==> src/rtl/board_pkg.sv <==
// Shared cell encodings and board defaults for the board-memory responder.
package board_pkg;

    localparam int unsigned BOARD_WIDTH = 6;

    localparam logic [1:0] CELL_WATER = 2'b00;
    localparam logic [1:0] CELL_BOAT  = 2'b01;
    localparam logic [1:0] CELL_HIT   = 2'b10;
    localparam logic [1:0] CELL_MISS  = 2'b11;

    typedef enum logic [0:0] {StClear, StIdle} clr_state_t;

endpackage

==> src/rtl/board_clear_seq.sv <==
// Clear engine: walks every cell index once, one per cycle, while busy is high.
module board_clear_seq
    import board_pkg::*;
#(
    parameter int unsigned CELLS = 36,
    parameter int unsigned IW    = 6
) (
    input  logic          clk,
    input  logic          rstn,
    input  logic          clr_start,
    output logic          clr_we,
    output logic [IW-1:0] clr_idx,
    output logic          busy
);

    clr_state_t    state_q, state_d;
    logic [IW-1:0] idx_q, idx_d;

    always_ff @(posedge clk or negedge rstn) begin
        if (!rstn) begin
            state_q <= StClear;
            idx_q   <= '0;
        end else begin
            state_q <= state_d;
            idx_q   <= idx_d;
        end
    end

    always_comb begin
        state_d = state_q;
        idx_d   = idx_q;
        unique case (state_q)
            StClear: begin
                if (clr_start) begin
                    idx_d = '0;
                end else if (idx_q == IW'(CELLS - 1)) begin
                    state_d = StIdle;
                    idx_d   = '0;
                end else begin
                    idx_d = idx_q + 1'b1;
                end
            end
            StIdle: begin
                if (clr_start) begin
                    state_d = StClear;
                    idx_d   = '0;
                end
            end
            default: state_d = StClear;
        endcase
    end

    assign busy    = (state_q == StClear);
    assign clr_we  = busy;
    assign clr_idx = idx_q;

endmodule

==> src/rtl/board_mem.sv <==
// Board cell store: one-cycle request responder, clear engine, boat counter and display port.
module board_mem
    import board_pkg::*;
#(
    parameter int unsigned WIDTH = BOARD_WIDTH,
    parameter int unsigned AW    = 3,
    parameter int unsigned CW    = 6
) (
    input  logic          clk,
    input  logic          rstn,
    input  logic [AW-1:0] mem_addr_x,
    input  logic [AW-1:0] mem_addr_y,
    input  logic [1:0]    mem_wr_data,
    input  logic          mem_wr_en,
    input  logic          mem_in_valid,
    output logic [1:0]    mem_rd_data,
    output logic          mem_ready,
    output logic          mem_err,
    input  logic          clr_start,
    output logic          busy,
    input  logic [AW-1:0] disp_x,
    input  logic [AW-1:0] disp_y,
    output logic [1:0]    disp_data,
    output logic [CW-1:0] boat_cnt,
    output logic          all_sunk
);

    localparam int unsigned CELLS = WIDTH * WIDTH;
    localparam int unsigned IW    = $clog2(CELLS);

    logic [1:0]    cells [CELLS];
    logic          clr_we;
    logic [IW-1:0] clr_idx;

    board_clear_seq #(
        .CELLS (CELLS),
        .IW    (IW)
    ) u_clear_seq (
        .clk       (clk),
        .rstn      (rstn),
        .clr_start (clr_start),
        .clr_we    (clr_we),
        .clr_idx   (clr_idx),
        .busy      (busy)
    );

    logic          accept, req_in_range, req_write, disp_in_range;
    logic [IW-1:0] req_idx, disp_idx;
    logic [1:0]    old_cell, disp_cell;

    assign accept        = mem_in_valid && !busy && !clr_start;
    assign req_in_range  = (32'(mem_addr_x) < WIDTH) && (32'(mem_addr_y) < WIDTH);
    assign req_idx       = IW'(32'(mem_addr_y) * WIDTH + 32'(mem_addr_x));
    assign req_write     = accept && req_in_range && mem_wr_en;
    assign old_cell      = req_in_range ? cells[req_idx] : CELL_WATER;
    assign disp_in_range = (32'(disp_x) < WIDTH) && (32'(disp_y) < WIDTH);
    assign disp_idx      = IW'(32'(disp_y) * WIDTH + 32'(disp_x));
    assign disp_cell     = (disp_in_range && !busy) ? cells[disp_idx] : CELL_WATER;

    // No reset on the array; the clear engine initialises it after every reset.
    always_ff @(posedge clk) begin
        if (clr_we) begin
            cells[clr_idx] <= CELL_WATER;
        end else if (req_write) begin
            cells[req_idx] <= mem_wr_data;
        end
    end

    logic [1:0]    rd_d;
    logic [CW-1:0] cnt_d;

    always_comb begin
        rd_d  = mem_rd_data;
        cnt_d = boat_cnt;
        if (accept) begin
            rd_d = old_cell;
        end
        if (clr_start) begin
            cnt_d = '0;
        end else if (req_write) begin
            if (old_cell != CELL_BOAT && mem_wr_data == CELL_BOAT &&
                boat_cnt != CW'(CELLS)) begin
                cnt_d = boat_cnt + 1'b1;
            end else if (old_cell == CELL_BOAT && mem_wr_data != CELL_BOAT &&
                         boat_cnt != '0) begin
                cnt_d = boat_cnt - 1'b1;
            end
        end
    end

    always_ff @(posedge clk or negedge rstn) begin
        if (!rstn) begin
            mem_ready   <= 1'b0;
            mem_rd_data <= CELL_WATER;
            mem_err     <= 1'b0;
            disp_data   <= CELL_WATER;
            boat_cnt    <= '0;
        end else begin
            mem_ready   <= accept;
            mem_rd_data <= rd_d;
            mem_err     <= accept && !req_in_range;
            disp_data   <= disp_cell;
            boat_cnt    <= cnt_d;
        end
    end

    assign all_sunk = (boat_cnt == '0) && !busy;

endmodule

==> config.mk <==
export PLATFORM = sky130hd
export DESIGN_NAME = board_mem
export DESIGN_NICKNAME = d
export VERILOG_FILES = /design/src/rtl/board_pkg.sv /design/src/rtl/board_clear_seq.sv /design/src/rtl/board_mem.sv
export SDC_FILE = /design/constraint.sdc
export NUM_CORES = 1
export LEC_CHECK = 0
export BUFFER_PORTS_ARGS = -buffer_cell sky130_fd_sc_hd__buf_2
export CAP_MARGIN = 0
export CORE_MARGIN = 4
export CORE_UTILIZATION = 60
export DETAILED_ROUTE_END_ITERATION = 6
export HOLD_SLACK_MARGIN = 0.1
export PLACE_DENSITY = 0.79
export SETUP_SLACK_MARGIN = 0.2
export SKIP_CTS_REPAIR_TIMING = 1
export SLEW_MARGIN = 20
export SYNTH_ARGS = -nofsm -noshare
export SYNTH_HDL_FRONTEND = slang
export SYNTH_SLANG_ARGS = --single-unit
==> constraint.sdc <==
create_clock -name clk -period 9.9 [get_ports clk]
set_input_delay 0.99 -clock clk [delete_from_list [all_inputs] [get_ports clk]]
set_output_delay 0.99 -clock clk [all_outputs]
set_load 0.01 [all_outputs]
# After elaboration in Yosys (flattened, before gate mapping)
# Memories as Yosys holds them, arrays and structs flattened.
# Cells that the tools add are included.
dict set report word_totals {
  ff_bits 19
  latch_bits 0
  mem_bits_rw 72
  rom_bits 0
  in_bits 19
  out_inout_bits 14
  elab_cells 69
  memories 1
}
dict set report classes {
  add_sub_neg 5
  mul 2
  n_div 0
  magnitude_cmp 4
  eq_ne 7
  shift 0
  n_mux 21
  bitwise 1
  n_reduce_logical 21
}
# memory depth width read_ports rd_ports_with_merged_regs write_ports line_no
set memory_table {}
lappend memory_table {cells 36 2 2 0 1 board_mem.sv:31} ;# logic [1:0] cells [CELLS];
# op n
set op_table {}
lappend op_table {{6-bit 2-to-1 mux} 8}
lappend op_table {{1-bit logical AND} 13}
lappend op_table {{6-bit by 1-bit adder with 6-bit output (second input constant)} 2}
lappend op_table {{6-bit by 3-bit adder with 6-bit output} 2}
lappend op_table {{3-bit less-than comparator (second input constant)} 4}
lappend op_table {{6-bit one-hot mux with 2 select lines} 1}
lappend op_table {{3-bit by 2-bit multiplier with 5-bit output (second input constant)} 2}
lappend op_table {{1-bit 2-to-1 mux} 8}
lappend op_table {{6-bit equality test (second input constant)} 1}
lappend op_table {{6-bit logical NOT} 1}
lappend op_table {{2-bit 2-to-1 mux} 3}
lappend op_table {{6-bit != test (second input constant)} 1}
lappend op_table {{6-bit nonzero test} 1}
lappend op_table {{6-bit by 1-bit subtractor with 6-bit output (second input constant)} 1}
lappend op_table {{2-bit by 1-bit equality test with 1-bit output (second input constant)} 2}
lappend op_table {{2-bit by 1-bit != test with 1-bit output (second input constant)} 2}
lappend op_table {{3-bit nonzero test} 1}
lappend op_table {{1-bit logical NOT} 2}
lappend op_table {{2-bit != test (second input constant)} 1}
lappend op_table {{1-bit one-hot mux with 2 select lines} 1}
lappend op_table {{2-bit AND reduction} 1}
lappend op_table {{2-bit nonzero test} 1}
lappend op_table {{2-bit OR reduction} 1}
lappend op_table {{1-bit inverter} 1}

# Longest topological paths before layout
# Gate-level depths: netlist of the first run.
# An unclocked memory read counts as a cell.
dict set report depth {
  depth_word 11
  mapped_depth 18
  ltp_nobuf 17
}

# Modules after synthesis
# From an unflattened synthesis of the first run, not the netlist that was laid out.
dict set report unflattened {
  cells_unflattened 396
  area_unflattened_um2 5277.6
}
# mod instances cells_each area_each_um2 seq_area_each_um2
set by_module_without_submodules {}
lappend by_module_without_submodules {board_mem 1 360 4895.9 2462.4}
lappend by_module_without_submodules {board_clear_seq 1 36 381.6 175.2}

# Worst setup path after synthesis of the first run
# Ideal clock, no wire load.
dict set report synth_path {
  path_type {input port to flip-flop}
  start {input mem_addr_y[0]}
  end {register boat_cnt[5]}
  setup_time_ns 0.121
  arrival_time_ns 4.674
  t_required_ns 9.779
  slack_ns 5.105
  cell_stages 18
  path_buffers 1
  cell_sequence {ha_1 inv_1 fa_1 buf_2 nor2b_1 a222oi_1 a211oi_1 a22oi_2 nor2b_4 or2_2 ha_1 a21o_1 a21oi_1 o21bai_1 a21oi_1 xnor2_1 a221o_1 a22o_1}
}
dict set report synth_between {
  elab_chain_len 10
  elab_cells_between_ends 20
  classes_between {add/sub (1); mul (1); order compare (1); eq/ne (2); mux (4); reduce/logical (10); memory (1)}
}
# element line_no
set synth_lines {}
lappend synth_lines {{start, declared} board_mem.sv:12} ;# input logic [AW-1:0] mem_addr_y,
lappend synth_lines {{3-bit by 2-bit multiplier with 5-bit output} board_mem.sv:53} ;# assign req_idx = IW'(32'(mem_addr_y) * WIDTH + 32'(mem_addr_x));
lappend synth_lines {{6-bit by 3-bit adder with 6-bit output} board_mem.sv:53}
lappend synth_lines {{memory read 36 x 2 bit} n/a}
lappend synth_lines {{2-bit 2-to-1 mux} board_mem.sv:55} ;# assign old_cell = req_in_range ? cells[req_idx] : CELL_WATER;
lappend synth_lines {{2-bit by 1-bit != test with 1-bit output} board_mem.sv:81} ;# if (old_cell != CELL_BOAT && mem_wr_data == CELL_BOAT &&
lappend synth_lines {{1-bit logical AND (2 in series)} board_mem.sv:81}
lappend synth_lines {{6-bit 2-to-1 mux} board_mem.sv:81}
lappend synth_lines {{6-bit 2-to-1 mux} board_mem.sv:80} ;# end else if (req_write) begin
lappend synth_lines {{6-bit 2-to-1 mux} board_mem.sv:78} ;# if (clr_start) begin
lappend synth_lines {{end signal, assigned} board_mem.sv:103} ;# boat_cnt <= cnt_d;
lappend synth_lines {{end, declared} board_mem.sv:24} ;# output logic [CW-1:0] boat_cnt,
# Parallel ways exist; a longest one is shown, timed or not. The select of a mux whose other input is x is not followed.
# A chain may end at the register's enable or synchronous reset.

# Worst setup path in the final report of the first run
dict set report layout_path {
  start {input mem_addr_y[1]}
  end {register boat_cnt[5]}
}
# Same word-level chain as after synthesis.

==> key figures, run 1 <==
Timing
  – Setup tns final: 0 ns
  – F_max: 203 MHz
  – Fin. Hold Viols: 0
  – Final setup viols: 0
  – Max_slew headroom: 42.0%
  – Worst Tran Pin Value: 0.870 ns
  – Max Slew Vio Count: 0
  – Tmin final: 4.93 ns
  – Clk_skew: 0.00984 ns
  – Period utilisation layout: 49.8%
  – Setup slack after layout: 4.97 ns
  – RSZ-0062 raised after global routing: no

Routing
  – M1 WL: 4460 um
  – Routed wire length on met3: 1210 um
  – DR vias: 3551
  – Average wire per standard cell: 21.5 um
  – Post-route ant nets: 0
  – Max Used Layer: met4
  – Drt first pass iters: 5
  – Drt total wl: 11700 um
  – Vias/cell: 6.55
  – DRC: 0
  – DR WL met2: 5610 um
  – DR iter-0 viols: 308

Setup path
  – Worst-path fanout max: 8
  – R2R cell count: 14
  – Crit path kind: primary input to register
  – Crit start category: primary input
  – Critical Path Start: mem_addr_y[1]
  – Crit path required time: 10.16 ns
  – Reg-to-reg startpoint: cells[34][0]
  – R2R setup slack: 6.26 ns
  – Critical Path End Type: register
  – End point of the critical path: boat_cnt[5]
  – Arr. time, crit path: 5.19 ns
  – Worst reg2reg endpoint: boat_cnt[5]

Clock network
  – TritonCTS clock tree: done
  – CTS H-tree lvls: 3
  – Clk buf depth: 2
  – Clock transition at path regs: 0.09 ns
  – Skew-Pair Late Insertion Delay: 0.37 ns
  – Num CTS Buffers: 9
  – CTS Sinks: 91
  – Root buf cell: clkbuf_8

Synth
  – Number of flops mapped to enable cells by yosys: 72
  – Sequential share of the synthesized area: 49.9%
  – Syn Inst Count: 406
  – Area contributors post-synth: edfxtp_1, mux4_2, dfrtp_1
  – Synth Flop Type: edfxtp_1
  – Yosys reg bits: 91
  – Synth warn: 0
  – Area leader, netlist: edfxtp_1
  – Mapped Nets: 446
  – Cell Area, Synth: 5290 sq um
  – Yosys cell types: 53
  – Async S/R FF share, synth: 20.9%
  – Syn avg cell area: 13.0 sq um
  – Top-area cell type share of the netlist area: 40.9%

Final layout
  – ANT cells: 0
  – Area grow syn2layout: 7.38%
  – Most common cell after layout, fill and taps aside: edfxtp_1
  – Commonest cells after routing, fill and taps aside: edfxtp_1, nor2_1, buf_2
  – Nets@finish: 472
  – # fillers: 598
  – Final Util: 67.7%
  – Share of cells above drive strength 1: 22.4%

Pwr
  – Leak: 1.99 nW
  – PD cells: 159 nW/um^2
  – VDD IR-drop max: 0.0000957 V

Floorplanning
  – Die height: 102 um
  – Die width: 102 um
  – Starting Density: 63.1%
  – I/O pin total: 33
  – Core box area: 8380 sq um
  – Full die area: 10400 sq um
  – Num rows: 33

Global route
  – Initial antenna violation count: 0
  – Pin count of the biggest net entering global routing: 37
  – Global-route wire length before repair: 18700 um
  – Overall Global Routing Usage: 24.3%
  – Grt total ovfl: 0
  – Vias in the first global route: 3563

Placed design
  – Pre-CTS setup slack: 4.60 ns
  – Gpl congestion: 0.961
  – DP HPWL: 8580 um
  – # port buffers: 32

Min path
  – Worst hold path class: register to register

Job
  – Max Cap Violations: 0

Status
  – Status: finished, final reports clean
[power by group]
group          switching [mW]  internal (mW)
clock network           0.147         0.0981
logic                   0.119          0.101
registers              0.0159          0.422
total                   0.282          0.621
[critical path, stage by stage]
cell	delay [ns]
buf_2	0.12
ha_1	0.29
inv_1	0.06
fa_1	0.75
nor2b_1	0.34
a222oi_1	0.18
a211oi_1	0.28
a22oi_2	0.14
nor2b_4	0.15
or2_2	0.35
ha_1	0.29
a21o_1	0.17
a21oi_1	0.21
o21bai_1	0.09
a21oi_1	0.18
xnor2_1	0.11
a221o_1	0.29
a22o_1	0.20
[synth_stat cells (2+ instances only)]
cell type  number
a211oi_1        4
a21o_1          4
a21oi_1        16
a222oi_1        2
a22o_1          2
a22oi_1         4
a31oi_1         2
and2_1          4
and3_1          2
buf_2           5
buf_6           3
clkbuf_1        9
dfrtp_1        19
edfxtp_1       72
fa_1            5
ha_1           16
inv_1          19
mux2_2         14
mux2i_1        18
mux4_1          2
mux4_2         28
nand2_1        24
nand2b_1       11
nand3_1         6
nand3b_1        4
nor2_1         45
nor2b_1         7
nor3_1          3
nor3b_1         2
o21ai_0        13
o22ai_1         2
o31ai_1         4
or3_1           2
xnor2_1         7
xor2_1          8
[stage by stage]
stage | cell area, sq um | std cells | power [mW] | hold slack, ns
after floorplan | 5290 | 406 | 0.614 | 0.502
after global placement | 5470 | 525 | 0.658 | 0.472
after detailed placement | 5490 | 526 | 0.666 | 0.478
after CTS | 5680 | 542 | 0.906 | 0.499
after global routing | 5680 | 542 | 0.948 | 0.528
final | 5680 | 542 | 0.903 | 0.500
[layer usage]
| metal | GRT usage (%) | vias up |
|---|---|---|
| li1 | - | 1582 |
| met1 | 31.4 | 1752 |
| met2 | 38.8 | 178 |
| met3 | 7.51 | 39 |
| met4 | 9.79 | 0 |
| met5 | 0 | - |
[state kept, by name (all words and copies together), names as in the netlist]
signal               flops
cells                   72
boat_cnt                 6
u_clear_seq.clr_idx      6
disp_data                2
mem_rd_data              2
mem_err                  1
mem_ready                1
u_clear_seq.state_q      1
[layout make-up]
class                           count  area (sq um)  area share [%]
Clock buffer                        9           124            2.18
Inverter                           19          71.3            1.26
Timing Repair Buffer               34           183            3.22
Multi-Input combinational cell    277          2460            43.4
Clock inverter                      7          68.8            1.21
Tap cell                          105           131            2.31
Sequential cell                    91          2640            46.5
[logic make-up after synthesis]
family | Yosys count | synth area share, %
mux | 64 | 19.8
fa+ha+maj | 21 | 5.68
flops | 91 | 49.9
xor+xnor | 15 | 2.48
simple gates | 113 | 10.2
compound gates | 64 | 8.42
buf+inv | 38 | 3.55
[worst min-delay path by stage]
stage	start	end	cells after the start
3_5_place_dp	mem_rd_data[1]	mem_rd_data[1]	2
2_1_floorplan	u_clear_seq.clr_idx[3]	u_clear_seq.clr_idx[3]	1
6_report	mem_rd_data[1]	mem_rd_data[1]	2
4_1_cts	mem_rd_data[1]	mem_rd_data[1]	2
3_3_place_gp	mem_rd_data[0]	mem_rd_data[0]	2
5_1_grt	mem_rd_data[1]	mem_rd_data[1]	2
Note: power is estimated with default switching activity, not from simulation.
==> inputs of run 2 (changes only) <==
ABC_AREA = 1   (was not set)
clock period = 5 ns   (was 9.9 ns; I/O delays follow)
==> run 2 against run 1 <==
Worst setup slack worse by 3.8 ns. Synthesized cell count is 50% higher. Core utilization is 1.3 points lower. Critical path depth is 6 higher. Register-to-register slack worse by 4.0 ns. Critical endpoint unchanged. Sequential power is 88% higher. Total power is 90% higher. Clock skew hardly changed. Via count is 29% higher.
==> key figures, run 2 <==
Status
  – Status: finished, final reports clean

Synth
  – Commonest cells post-synth: nand2_1, nor2_1, nand3_1
  – Area leader, netlist: edfxtp_1
  – Synth Flop Type: edfxtp_1
  – Sequential share of the synthesized area: 49.6% (-0.26 points)
  – Top-area cell type share of the netlist area: 40.7% (-0.21 points)
  – Most common cell in the netlist: nand2_1
  – Async S/R FF share, synth: 20.9% (unchanged)
  – Syn Inst Count: 610 (+50%)
  – Cell Area, Synth: 5320 sq um (+0.52%)
  – Area contributors post-synth: edfxtp_1, nand2_1, dfrtp_1
  – Syn avg cell area: 8.71 sq um (-33%)
  – Yosys cell types: 41 (-23%)
  – Synth warn: 0 (unchanged)
  – Number of flops mapped to enable cells by yosys: 72 (unchanged)
  – Mapped Nets: 650 (+46%)
  – Yosys reg bits: 91 (unchanged)

Timing
  – Period utilisation layout: 77.3%
  – Max_slew headroom: 51.1% (+9.1 points)
  – Max Slew Vio Count: 0 (unchanged)
  – Final setup viols: 0 (unchanged)
  – Setup tns final: 0 ns (unchanged)
  – Tmin final: 3.86 ns
  – Setup slack after layout: 1.14 ns (-3.84 ns)
  – Worst Tran Pin Value: 0.734 ns (-0.136 ns)
  – Fin. Hold Viols: 0 (unchanged)
  – F_max: 259 MHz
  – RSZ-0062 raised after global routing: no
  – Clk_skew: 0.0103 ns (+0.000484 ns)

Final layout
  – Commonest cells after routing, fill and taps aside: nand2_1, nor2_1, nand3_1
  – ANT cells: 0 (unchanged)
  – Share of cells above drive strength 1: 11.4% (-11 points)
  – Nets@finish: 677 (+43%)
  – Sequential cell area: 2640 sq um (unchanged)
  – Max reg flops: 72 (unchanged)
  – Post-Layout Cell Count: 750 (+38%)
  – Largest Register: cells
  – Area grow syn2layout: 8.45%
  – Multi-input logic area: 2340 sq um (-4.9%)
  – # fillers: 662 (+11%)
  – Most common cell after layout, fill and taps aside: nand2_1

Placed design
  – DP HPWL: 9880 um (+15%)
  – # port buffers: 32 (unchanged)
  – Placed insts: 733 (+39%)
  – Gpl congestion: 0.969 (+0.88%)
  – Pre-CTS setup slack: 0.794 ns (-3.81 ns)

Floorplanning
  – Die width: 102 um (+0.24%)
  – Core box area: 8680 sq um (+3.5%)
  – Num rows: 34 (+3.0%)
  – I/O pin total: 33 (unchanged)
  – Full die area: 10400 sq um (+0.48%)
  – Starting Density: 61.2% (-1.8 points)
  – Die height: 102 um (+0.24%)

Global route
  – Pin count of the biggest net entering global routing: 40 (+8.1%)
  – Initial antenna violation count: 0 (unchanged)
  – Overall Global Routing Usage: 28.1% (+3.8 points)
  – Grt total ovfl: 0 (unchanged)
  – Global-route wire length before repair: 22300 um (+19%)
  – Vias in the first global route: 4438 (+25%)

Setup path
  – CP Cell Sequence: buf_2, ha_1, inv_1, fa_1, clkinv_1, nand3_1, nand3_1, nand3_1, nand3_1, nand2_1, inv_2, nand2_2, nand2_4, ha_1, nand3_1, nand3_1, nand2_1, nand2_1, a21oi_1, xor2_1, nand3b_1, nand2_1, nand2_1, nand2_1
  – Critical Path End Type: register
  – Crit start category: primary input
  – CP top delay family: adder cells
  – Crit path buf inv count: 4 (+2)
  – Crit path required time: 5.26 ns (-4.90 ns)
  – Arr. time, crit path: 4.13 ns (-1.06 ns)
  – CP max-delay cell: fa_1
  – Crit path kind: primary input to register
  – Slowest stage delay, CP: 0.74 ns (about the same)
  – Worst-path fanout max: 9 (+1)

Routing
  – DRC: 0 (unchanged)
  – DR vias: 4593 (+29%)
  – Vias/cell: 6.12 (-6.5%)
  – DR iter-0 viols: 690 (+120%)
  – Average wire per standard cell: 18.7 um (-13%)
  – Post-route ant nets: 0 (unchanged)
  – Drt first pass iters: 6 (+1)
  – Drt total wl: 14000 um (+20%)

Clock network
  – Clock transition at path regs: 0.09 ns (about the same)
  – Num CTS Buffers: 9 (unchanged)
  – Skew-Pair Late Insertion Delay: 0.37 ns (about the same)
  – CTS H-tree lvls: 3 (unchanged)
  – Clk buf depth: 2 (unchanged)
  – CTS Sinks: 91 (unchanged)
  – Root buf cell: clkbuf_8
  – TritonCTS clock tree: done

Min path
  – Worst hold path class: primary input to register

Job
  – Max Cap Violations: 0 (unchanged)

Pwr
  – VDD IR-drop max: 0.000171 V (+78%)
  – Leak: 2.40 nW (+20%)
  – PD cells: 297 nW/um^2 (+87%)
run 2: cell count changes in the layout (fill, tap and decap cells not counted), sizes merged, moves of 18 or more:
cell,delta
inv,+31
nor2,+34
mux4,-30
nand3,+71
mux2i,-18
nand2,+116
o21ai,+33
run 2: through the flow:
| stage | area (sq um) | hold WS, ns | total power, mW | util (%) |
|---|---|---|---|---|
| floorplan | 5320 | 0.204 | 1.07 | - |
| global placement | 5520 | 0.461 | 1.15 | 63.7 |
| detailed placement | 5520 | 0.470 | 1.16 | 63.7 |
| CTS | 5750 | 0.0723 | 1.71 | 66.3 |
| global route | 5760 | 0.343 | 1.78 | 66.4 |
| finish | 5760 | 0.331 | 1.71 | 66.4 |
run 2: final timing paths:
path                           startpoint                      to  slack (ns)  cells after the start
min in group asynchronous            rstn            disp_data[0]        0.60                      2
min reg2reg                mem_rd_data[0]          mem_rd_data[0]        0.50                      2
max reg2reg                   cells[7][0]             boat_cnt[5]        2.23                     21
max                         mem_addr_y[1]             boat_cnt[5]        1.14                     24
max in group asynchronous            rstn  u_clear_seq.clr_idx[5]        4.08                      2
min                             clr_start     u_clear_seq.state_q        0.33                      2
run 2: where the power goes:
part / switching (mW) / internal [mW] / leakage, nW / total [mW]
Clock: 0.268 / 0.293 / 0.113 / 0.561
Combinational: 0.222 / 0.105 / 1.47 / 0.327
Sequential: 0.00672 / 0.818 / 0.813 / 0.825
Total: 0.497 / 1.22 / 2.40 / 1.71
run 2: cells by family after synthesis:
group | share of synthesized area, %
flip-flops | 49.6
XOR/XNOR | 2.80
AO/OA/AOI/OAI | 11.2
AND/OR/NAND/NOR | 24.3
buffers and inverters | 6.40
adder cells (fa/ha/maj) | 5.65
run 2: per-layer routing:
layer  vias to the layer above  global-route usage [%]  share of wire (%)
li1                       2132                       -                  -
met1                      2109                    37.4                 38
met2                       311                    45.1                 49
met3                        41                    4.37                 10
met4                         0                    13.8                3.3
met5                         -                       0                  0
run 2: final cells by class:
type / count / share of cell area, %
clock inverter: 4 / 0.912
timing repair buffer: 38 / 3.60
inverter: 56 / 3.67
sequential: 91 / 45.8
tap: 108 / 2.34
clock buffer: 12 / 3.08
multi-input combinational: 441 / 40.6
